`config.mk`:
```
export PLATFORM = sky130hd
export DESIGN_NAME = frame_buffer_scheduler
export DESIGN_NICKNAME = d
export VERILOG_FILES = /design/src/rtl/frame_buffer_scheduler.sv
export SDC_FILE = /design/constraint.sdc
export NUM_CORES = 1
export LEC_CHECK = 0
export BUFFER_PORTS_ARGS = -buffer_cell sky130_fd_sc_hd__buf_2
export CAP_MARGIN = 20
export CORE_MARGIN = 2
export CORE_UTILIZATION = 40
export DETAILED_ROUTE_END_ITERATION = 10
export GPL_TIMING_DRIVEN = 0
export HOLD_SLACK_MARGIN = 0.06
export PLACE_DENSITY = 0.66
export SYNTH_ARGS = -nofsm -noshare
export SYNTH_HDL_FRONTEND = slang
export SYNTH_SLANG_ARGS = --single-unit
```
`constraint.sdc`:
```
create_clock -name clk -period 14.15 [get_ports clk]
set_clock_uncertainty 0.15 [all_clocks]
set_input_delay 1.415 -clock clk [delete_from_list [all_inputs] [get_ports clk]]
set_output_delay 1.415 -clock clk [all_outputs]
set_load 0.05 [all_outputs]
```
`src/rtl/frame_buffer_scheduler.sv`:
```
// Frame buffer scheduler: hands DDR frame regions to the camera writer, queues
// completed frames oldest-first and grants them to the readout engine. When
// no region is free the writer recycles the oldest unread frame.
module frame_buffer_scheduler #(
  parameter int          NUM_BUFFERS = 4,
  parameter logic [29:0] BUF_BASE    = 30'h0000_0000,
  parameter logic [29:0] BUF_STRIDE  = 30'h0080_0000
) (
  input  logic        clk,
  input  logic        reset_n,
  input  logic        wr_frame_done,
  output logic [29:0] wr_start_addr,
  input  logic        rd_req,
  output logic        rd_ack,
  output logic [29:0] rd_addr,
  input  logic        rd_done,
  output logic        rd_busy,
  output logic [3:0]  ready_count,
  output logic [15:0] frames_dropped,
  output logic        protocol_err
);

  localparam int IW = $clog2(NUM_BUFFERS);

  typedef logic [IW-1:0] idx_t;

  typedef enum logic [1:0] {
    BUF_FREE    = 2'd0,
    BUF_WRITING = 2'd1,
    BUF_READY   = 2'd2,
    BUF_READING = 2'd3
  } buf_state_e;

  // Start address of buffer idx, wrapped to the 30-bit DDR byte space.
  function automatic logic [29:0] buf_addr(input idx_t idx);
    logic [29:0] idx_w;
    idx_w = 30'(idx);
    return BUF_BASE + idx_w * BUF_STRIDE;
  endfunction

  buf_state_e  st_q    [NUM_BUFFERS];
  buf_state_e  st_d    [NUM_BUFFERS];
  logic [7:0]  stamp_q [NUM_BUFFERS];
  logic [7:0]  stamp_d [NUM_BUFFERS];
  logic [7:0]  seq_q, seq_d;
  idx_t        wr_idx_q, wr_idx_d;
  idx_t        rd_idx_q, rd_idx_d;
  logic [29:0] wr_addr_q, wr_addr_d;
  logic [29:0] rd_addr_q, rd_addr_d;
  logic        rd_ack_q, rd_ack_d;
  logic        rd_busy_q, rd_busy_d;
  logic [3:0]  ready_cnt_q, ready_cnt_d;
  logic [15:0] dropped_q, dropped_d;
  logic        perr_q, perr_d;

  logic        release_s;
  logic        grant_s;
  logic        gnt_found_s;
  idx_t        gnt_idx_s;
  logic [7:0]  gnt_age_s;
  logic [7:0]  gnt_cur_age_s;
  logic        gnt_pick_s;
  logic        rcy_found_s;
  idx_t        rcy_idx_s;
  logic [7:0]  rcy_age_s;
  logic [7:0]  rcy_cur_age_s;
  logic        rcy_pick_s;
  logic        free_found_s;
  idx_t        free_idx_s;
  logic        free_pick_s;
  idx_t        new_wr_s;

  assign release_s = rd_done & rd_busy_q;

  // Reader candidate: oldest READY buffer as it stood before this cycle's write completes.
  always_comb begin
    gnt_found_s   = 1'b0;
    gnt_idx_s     = '0;
    gnt_age_s     = 8'h00;
    gnt_cur_age_s = 8'h00;
    gnt_pick_s    = 1'b0;
    for (int i = 0; i < NUM_BUFFERS; i++) begin
      gnt_cur_age_s = stamp_q[i] - seq_q;
      gnt_pick_s    = (st_q[i] == BUF_READY) && (!gnt_found_s || (gnt_cur_age_s < gnt_age_s));
      gnt_idx_s     = gnt_pick_s ? idx_t'(i) : gnt_idx_s;
      gnt_age_s     = gnt_pick_s ? gnt_cur_age_s : gnt_age_s;
      gnt_found_s   = gnt_found_s | gnt_pick_s;
    end
  end

  // Grant needs a waiting request, no reader holding a buffer after release, and no ack this cycle.
  assign grant_s = rd_req & ~rd_ack_q & (~rd_busy_q | rd_done) & gnt_found_s;

  // Recycle candidate: oldest READY buffer excluding the one the reader is taking.
  always_comb begin
    rcy_found_s   = 1'b0;
    rcy_idx_s     = '0;
    rcy_age_s     = 8'h00;
    rcy_cur_age_s = 8'h00;
    rcy_pick_s    = 1'b0;
    for (int i = 0; i < NUM_BUFFERS; i++) begin
      rcy_cur_age_s = stamp_q[i] - seq_q;
      rcy_pick_s    = (st_q[i] == BUF_READY) &&
                      !(grant_s && (gnt_idx_s == idx_t'(i))) &&
                      (!rcy_found_s || (rcy_cur_age_s < rcy_age_s));
      rcy_idx_s     = rcy_pick_s ? idx_t'(i) : rcy_idx_s;
      rcy_age_s     = rcy_pick_s ? rcy_cur_age_s : rcy_age_s;
      rcy_found_s   = rcy_found_s | rcy_pick_s;
    end
  end

  // Lowest-index FREE buffer, counting a buffer the reader releases this cycle.
  always_comb begin
    free_found_s = 1'b0;
    free_idx_s   = '0;
    free_pick_s  = 1'b0;
    for (int i = NUM_BUFFERS - 1; i >= 0; i--) begin
      free_pick_s  = (st_q[i] == BUF_FREE) || (release_s && (rd_idx_q == idx_t'(i)));
      free_idx_s   = free_pick_s ? idx_t'(i) : free_idx_s;
      free_found_s = free_found_s | free_pick_s;
    end
  end

  // Next-state: release, then write completion, then read grant, then READY count.
  always_comb begin
    st_d        = st_q;
    stamp_d     = stamp_q;
    seq_d       = seq_q;
    wr_idx_d    = wr_idx_q;
    rd_idx_d    = rd_idx_q;
    wr_addr_d   = wr_addr_q;
    rd_addr_d   = rd_addr_q;
    rd_ack_d    = 1'b0;
    rd_busy_d   = rd_busy_q;
    dropped_d   = dropped_q;
    perr_d      = perr_q;
    new_wr_s    = wr_idx_q;
    ready_cnt_d = 4'd0;

    if (rd_done) begin
      if (rd_busy_q) begin
        st_d[rd_idx_q] = BUF_FREE;
        rd_busy_d      = 1'b0;
      end else begin
        perr_d = 1'b1;
      end
    end else begin
      perr_d = perr_q;
    end

    if (wr_frame_done) begin
      st_d[wr_idx_q]    = BUF_READY;
      stamp_d[wr_idx_q] = seq_q;
      seq_d             = seq_q + 8'd1;
      if (free_found_s) begin
        new_wr_s = free_idx_s;
      end else begin
        new_wr_s  = rcy_idx_s;
        dropped_d = (dropped_q != 16'hFFFF) ? (dropped_q + 16'd1) : dropped_q;
      end
      st_d[new_wr_s] = BUF_WRITING;
      wr_idx_d       = new_wr_s;
      wr_addr_d      = buf_addr(new_wr_s);
    end else begin
      wr_idx_d = wr_idx_q;
    end

    if (grant_s) begin
      st_d[gnt_idx_s] = BUF_READING;
      rd_idx_d        = gnt_idx_s;
      rd_busy_d       = 1'b1;
      rd_ack_d        = 1'b1;
      rd_addr_d       = buf_addr(gnt_idx_s);
    end else begin
      rd_ack_d = 1'b0;
    end

    for (int i = 0; i < NUM_BUFFERS; i++) begin
      ready_cnt_d = ready_cnt_d + ((st_d[i] == BUF_READY) ? 4'd1 : 4'd0);
    end
  end

  // State register; reset hands buffer 0 to the writer and discards all frames.
  always_ff @(posedge clk) begin
    if (!reset_n) begin
      for (int i = 0; i < NUM_BUFFERS; i++) begin
        st_q[i]    <= (i == 0) ? BUF_WRITING : BUF_FREE;
        stamp_q[i] <= 8'h00;
      end
      seq_q       <= 8'h00;
      wr_idx_q    <= '0;
      rd_idx_q    <= '0;
      wr_addr_q   <= BUF_BASE;
      rd_addr_q   <= 30'h0000_0000;
      rd_ack_q    <= 1'b0;
      rd_busy_q   <= 1'b0;
      ready_cnt_q <= 4'd0;
      dropped_q   <= 16'h0000;
      perr_q      <= 1'b0;
    end else begin
      st_q        <= st_d;
      stamp_q     <= stamp_d;
      seq_q       <= seq_d;
      wr_idx_q    <= wr_idx_d;
      rd_idx_q    <= rd_idx_d;
      wr_addr_q   <= wr_addr_d;
      rd_addr_q   <= rd_addr_d;
      rd_ack_q    <= rd_ack_d;
      rd_busy_q   <= rd_busy_d;
      ready_cnt_q <= ready_cnt_d;
      dropped_q   <= dropped_d;
      perr_q      <= perr_d;
    end
  end

  assign wr_start_addr  = wr_addr_q;
  assign rd_ack         = rd_ack_q;
  assign rd_addr        = rd_addr_q;
  assign rd_busy        = rd_busy_q;
  assign ready_count    = ready_cnt_q;
  assign frames_dropped = dropped_q;
  assign protocol_err   = perr_q;

endmodule

```
==> key figures <==
Route
  – DR DRC count: 0
  – Via count: 5990
  – Via density per instance: 5.10
  – WL/cell: 14.8 um
  – Detailed Route WL: between 15000 and 20000 um
  – Drt pass-1 iters: 5
  – Antenna Nets Post-Route: 0
  – Iteration-0 DRC Markers: just under 400

Power and ir drop
  – P_int: slightly above 0.6 mW
  – Leakage: about 3.4 nW
  – Net Sw Frac: a little over two fifths
  – P_sw: around 0.44 mW
  – Power density cells: roughly 130 nW/um^2
  – Sequential Power Share: between 20% and 30%
  – Max rail drop VDD: 0.0882 mV
  – Clock Power Share: between 20% and 30%
  – Comb power frac: between 50% and 60%

Critical path
  – Critical Path RT: ~14 ns
  – Max incr delay on CP: ~0.50 ns
  – Worst path bufs/invs: 9
  – Critical Path Start Type: register
  – CP arrival: ~14 ns
  – Critical Path Fanout Max: 10
  – Delay-heaviest family, CP: compound AO/OA/AOI/OAI gates
  – Critical path type: reg -> reg
  – Worst Setup End Kind: register
  – Slowest cell on crit path: fa_1

Synth
  – Post-synthesis cell count: just over 800
  – Post-Syn Area per Cell: 7.67 um^2
  – Register bit count reported by yosys: 74
  – Largest area contributor in the synthesized netlist: dfxtp_1
  – Mux cell area share after synthesis: 2.88%
  – FFs w/ async S/R, synth: 0%
  – Largest family of logic cells by synthesized area: simple AND/OR/NAND/NOR gates
  – Sequential area share after synthesis: approximately a quarter
  – Synth top area cells: dfxtp_1 (23%), ha_1 (15%), a21oi_1 (6.9%)
  – Most used DFF post-synth: dfxtp_1
  – Synth top area share: about a quarter
  – Number of synthesized flops with an enable pin: 0
  – Post-synthesis compound-gate area fraction: 18.7%
  – Area of the mapped netlist: 6340 um^2
  – Yosys Warn Count: 0
  – Area share of fa/ha/maj cells after synthesis: between 15 and 20%
  – Post-Synth XOR/XNOR Area: just over 6%
  – Simple-gate area share of the yosys netlist: between 20 and 25%
  – Netlist cell types: 66

Run
  – Number of max-cap violations: 0

Clock network
  – Worst-Skew Late Latency: 0.34 ns
  – Root Buffer: clkbuf_16
  – Longest Clk Path Bufs: 2
  – Clock Pin Slew Worst Setup and Hold Paths: 0.06 ns
  – TritonCTS clock tree: done
  – CTS Buf Count: 9
  – CTS sink cnt: 74
  – CTS H-tree depth: 3
  – Hold Buf Count CTS: 0

STA
  – Relative slew margins: 48.3%
  – Worst-Margin Slew: between 0.7 and 0.8 ns
  – FMAX: around 73 MHz
  – Final Hold Fails: 0
  – Fin Setup TNS: 0 ns
  – Minimum clock period: ~14 ns
  – Final slew viol count: 0
  – Final period util: 96.8%
  – Final Setup Violations: 0
  – WHS: between 0.3 and 0.4 ns

Finish
  – Post-route cell area: ~8000 um^2
  – Diode count: 0
  – Post-route non-filler standard cell count: around 1200
  – Area grow syn2layout: 24.1%
  – Final nets: just over 1000
  – Share of cells above drive strength 1: between 20% and 30%

Floorplanning
  – Die Wd: around 130 um
  – Chip height: 130 um
  – Core area: between 15000 and 20000 um^2
  – Die footprint: 16900 um^2
  – Ports: 88
  – Initial Util: 40.5%
  – Row cnt: between 40 and 50

GRT
  – Total GRT Usage: about a fifth
  – Largest net degree at the start of global routing: 13
  – Vias in the first global route: roughly 5400
  – Antenna violations before repair: 0
  – First-pass GRT wire length: roughly 27000 um
  – Gr ovfl total: 0

Worst hold path
  – Hold Path Class: reg -> reg

Placed design
  – Placement Cell Area: between 6000 and 7000 um^2
  – Dpl cells: 1127
  – Placed wire-length estimate: 13000 um
  – Routability cong.: 0.884
  – IO buf count: 29

Status
  – Status: complete, no violations
cell families after synthesis:
group                      Yosys count
other                                1
AOI/OAI and AO/OA                  193
adders and majority gates           79
muxes                               18
and+or+nand+nor                    295
xor gates and xnor gates            45
buffers and inverters              121
DFF                                 74
cells in the mapped netlist (2+ instances only):
master / n
a2111oi_0: 3
a211oi_1: 8
a211oi_2: 3
a21o_1: 13
a21oi_1: 88
a31oi_1: 6
and2_1: 5
and3_1: 5
buf_1: 3
buf_2: 2
buf_4: 57
clkbuf_1: 20
dfxtp_1: 74
fa_1: 5
ha_1: 74
inv_1: 39
mux2_2: 2
mux2i_1: 16
nand2_1: 107
nand2b_1: 16
nand3_1: 10
nand3b_1: 2
nand4_1: 18
nand4b_1: 2
nor2_1: 87
nor2b_1: 6
nor3_1: 11
nor3b_1: 3
nor4b_1: 2
o211a_1: 2
o211ai_1: 3
o21a_1: 4
o21ai_0: 37
o21ai_1: 3
o21bai_1: 7
o31ai_1: 2
or2_2: 2
or3_1: 7
or4_1: 2
xnor2_1: 26
xor2_1: 19
metal layers:
layer | vias to the layer above | share of wire (%) | GRT usage (%)
met2 | 191 | 46 | 33.7
met3 | 42 | 6.1 | 3.69
met5 | - | 0 | 0
met1 | 2741 | 45 | 26.3
li1 | 3016 | - | -
met4 | 0 | 3.2 | 8.10
metrics by stage:
step	power (mW)	utilization, %	setup WS (ns)
3_3_place_gp	0.686	44.5	-3.02
3_5_place_dp	0.693	44.5	-3.00
5_1_grt	1.11	50.2	-0.167
6_report	1.04	50.2	0.455
2_1_floorplan	0.597	-	0.187
4_1_cts	0.987	48.5	0.0192
worst reg2reg max path: cells and delay by family, from the launching register on:
family	cells	cell delay, ns
multiplexers	1	0.27
AND/OR/NAND/NOR	22	3.04
flip-flops	1	0.39
adder cells (fa/ha/maj)	10	2.90
buffers and inverters	9	1.17
AO/OA/AOI/OAI	27	5.57
XOR/XNOR	1	0.12
path summary, 6_finish.rpt:
check                    from             end  slack (ns)  cells past startpoint
setup / recovery     seq_q[1]  ready_count[1]        0.45                     70
hold / removal    stamp_q[16]     stamp_q[16]        0.31                      2
setup reg to reg     seq_q[1]  ready_count[1]        0.45                     70
hold reg to reg   stamp_q[16]     stamp_q[16]        0.31                      2
final cells by class:
cell class,count,area (um^2)
inverters,39,153
clock buffers,11,243
flip-flops and latches,74,1490
repair buffers,63,400
plain buffers,79,549
well taps,216,270
fillers,1517,7790
clock inverters,5,77.6
multi-input cells,687,4680
sequential cells by signal (all words and copies together), names as in the netlist:
| signal | cells |
|---|---|
| protocol_err | 1 |
| seq_q | 8 |
| st_q | 8 |
| rd_ack | 1 |
| rd_idx_q | 2 |
| wr_idx_q | 2 |
| frames_dropped | 16 |
| stamp_q | 32 |
| rd_busy | 1 |
| ready_count | 3 |
what timing repair did:
action / CTS / global route
setup endpoints to repair: 13 / 9
setup buffers: 21 / 13
pin swaps: 13 / 23
gates resized for setup: 43 / 39
cells in the final DEF, fill, tap and decap left out, drive strengths merged, types with 4 or more instances in the layout:
cell	count
buf	128
nand2	107
a21oi	88
nor2	87
ha	74
dfxtp	74
conb	57
o21ai	40
inv	38
xnor2	26
clkbuf	25
xor2	19
nand4	18
nand2b	17
mux2i	16
a21o	13
nor3	12
a211oi	12
nand3	10
o21bai	7
or3	7
nor2b	6
a31oi	6
and2	6
and3	5
fa	5
o21a	4
power by group through the flow:
stage               combinational (mW)  sequential [mW]  clock (mW)
floorplan                        0.335            0.262           0
global placement                 0.444            0.242           0
detailed placement               0.450            0.243           0
CTS                              0.500            0.239       0.248
global route                     0.610            0.241       0.257
finish                           0.558            0.239       0.246
(Power assumes the default switching activity.)
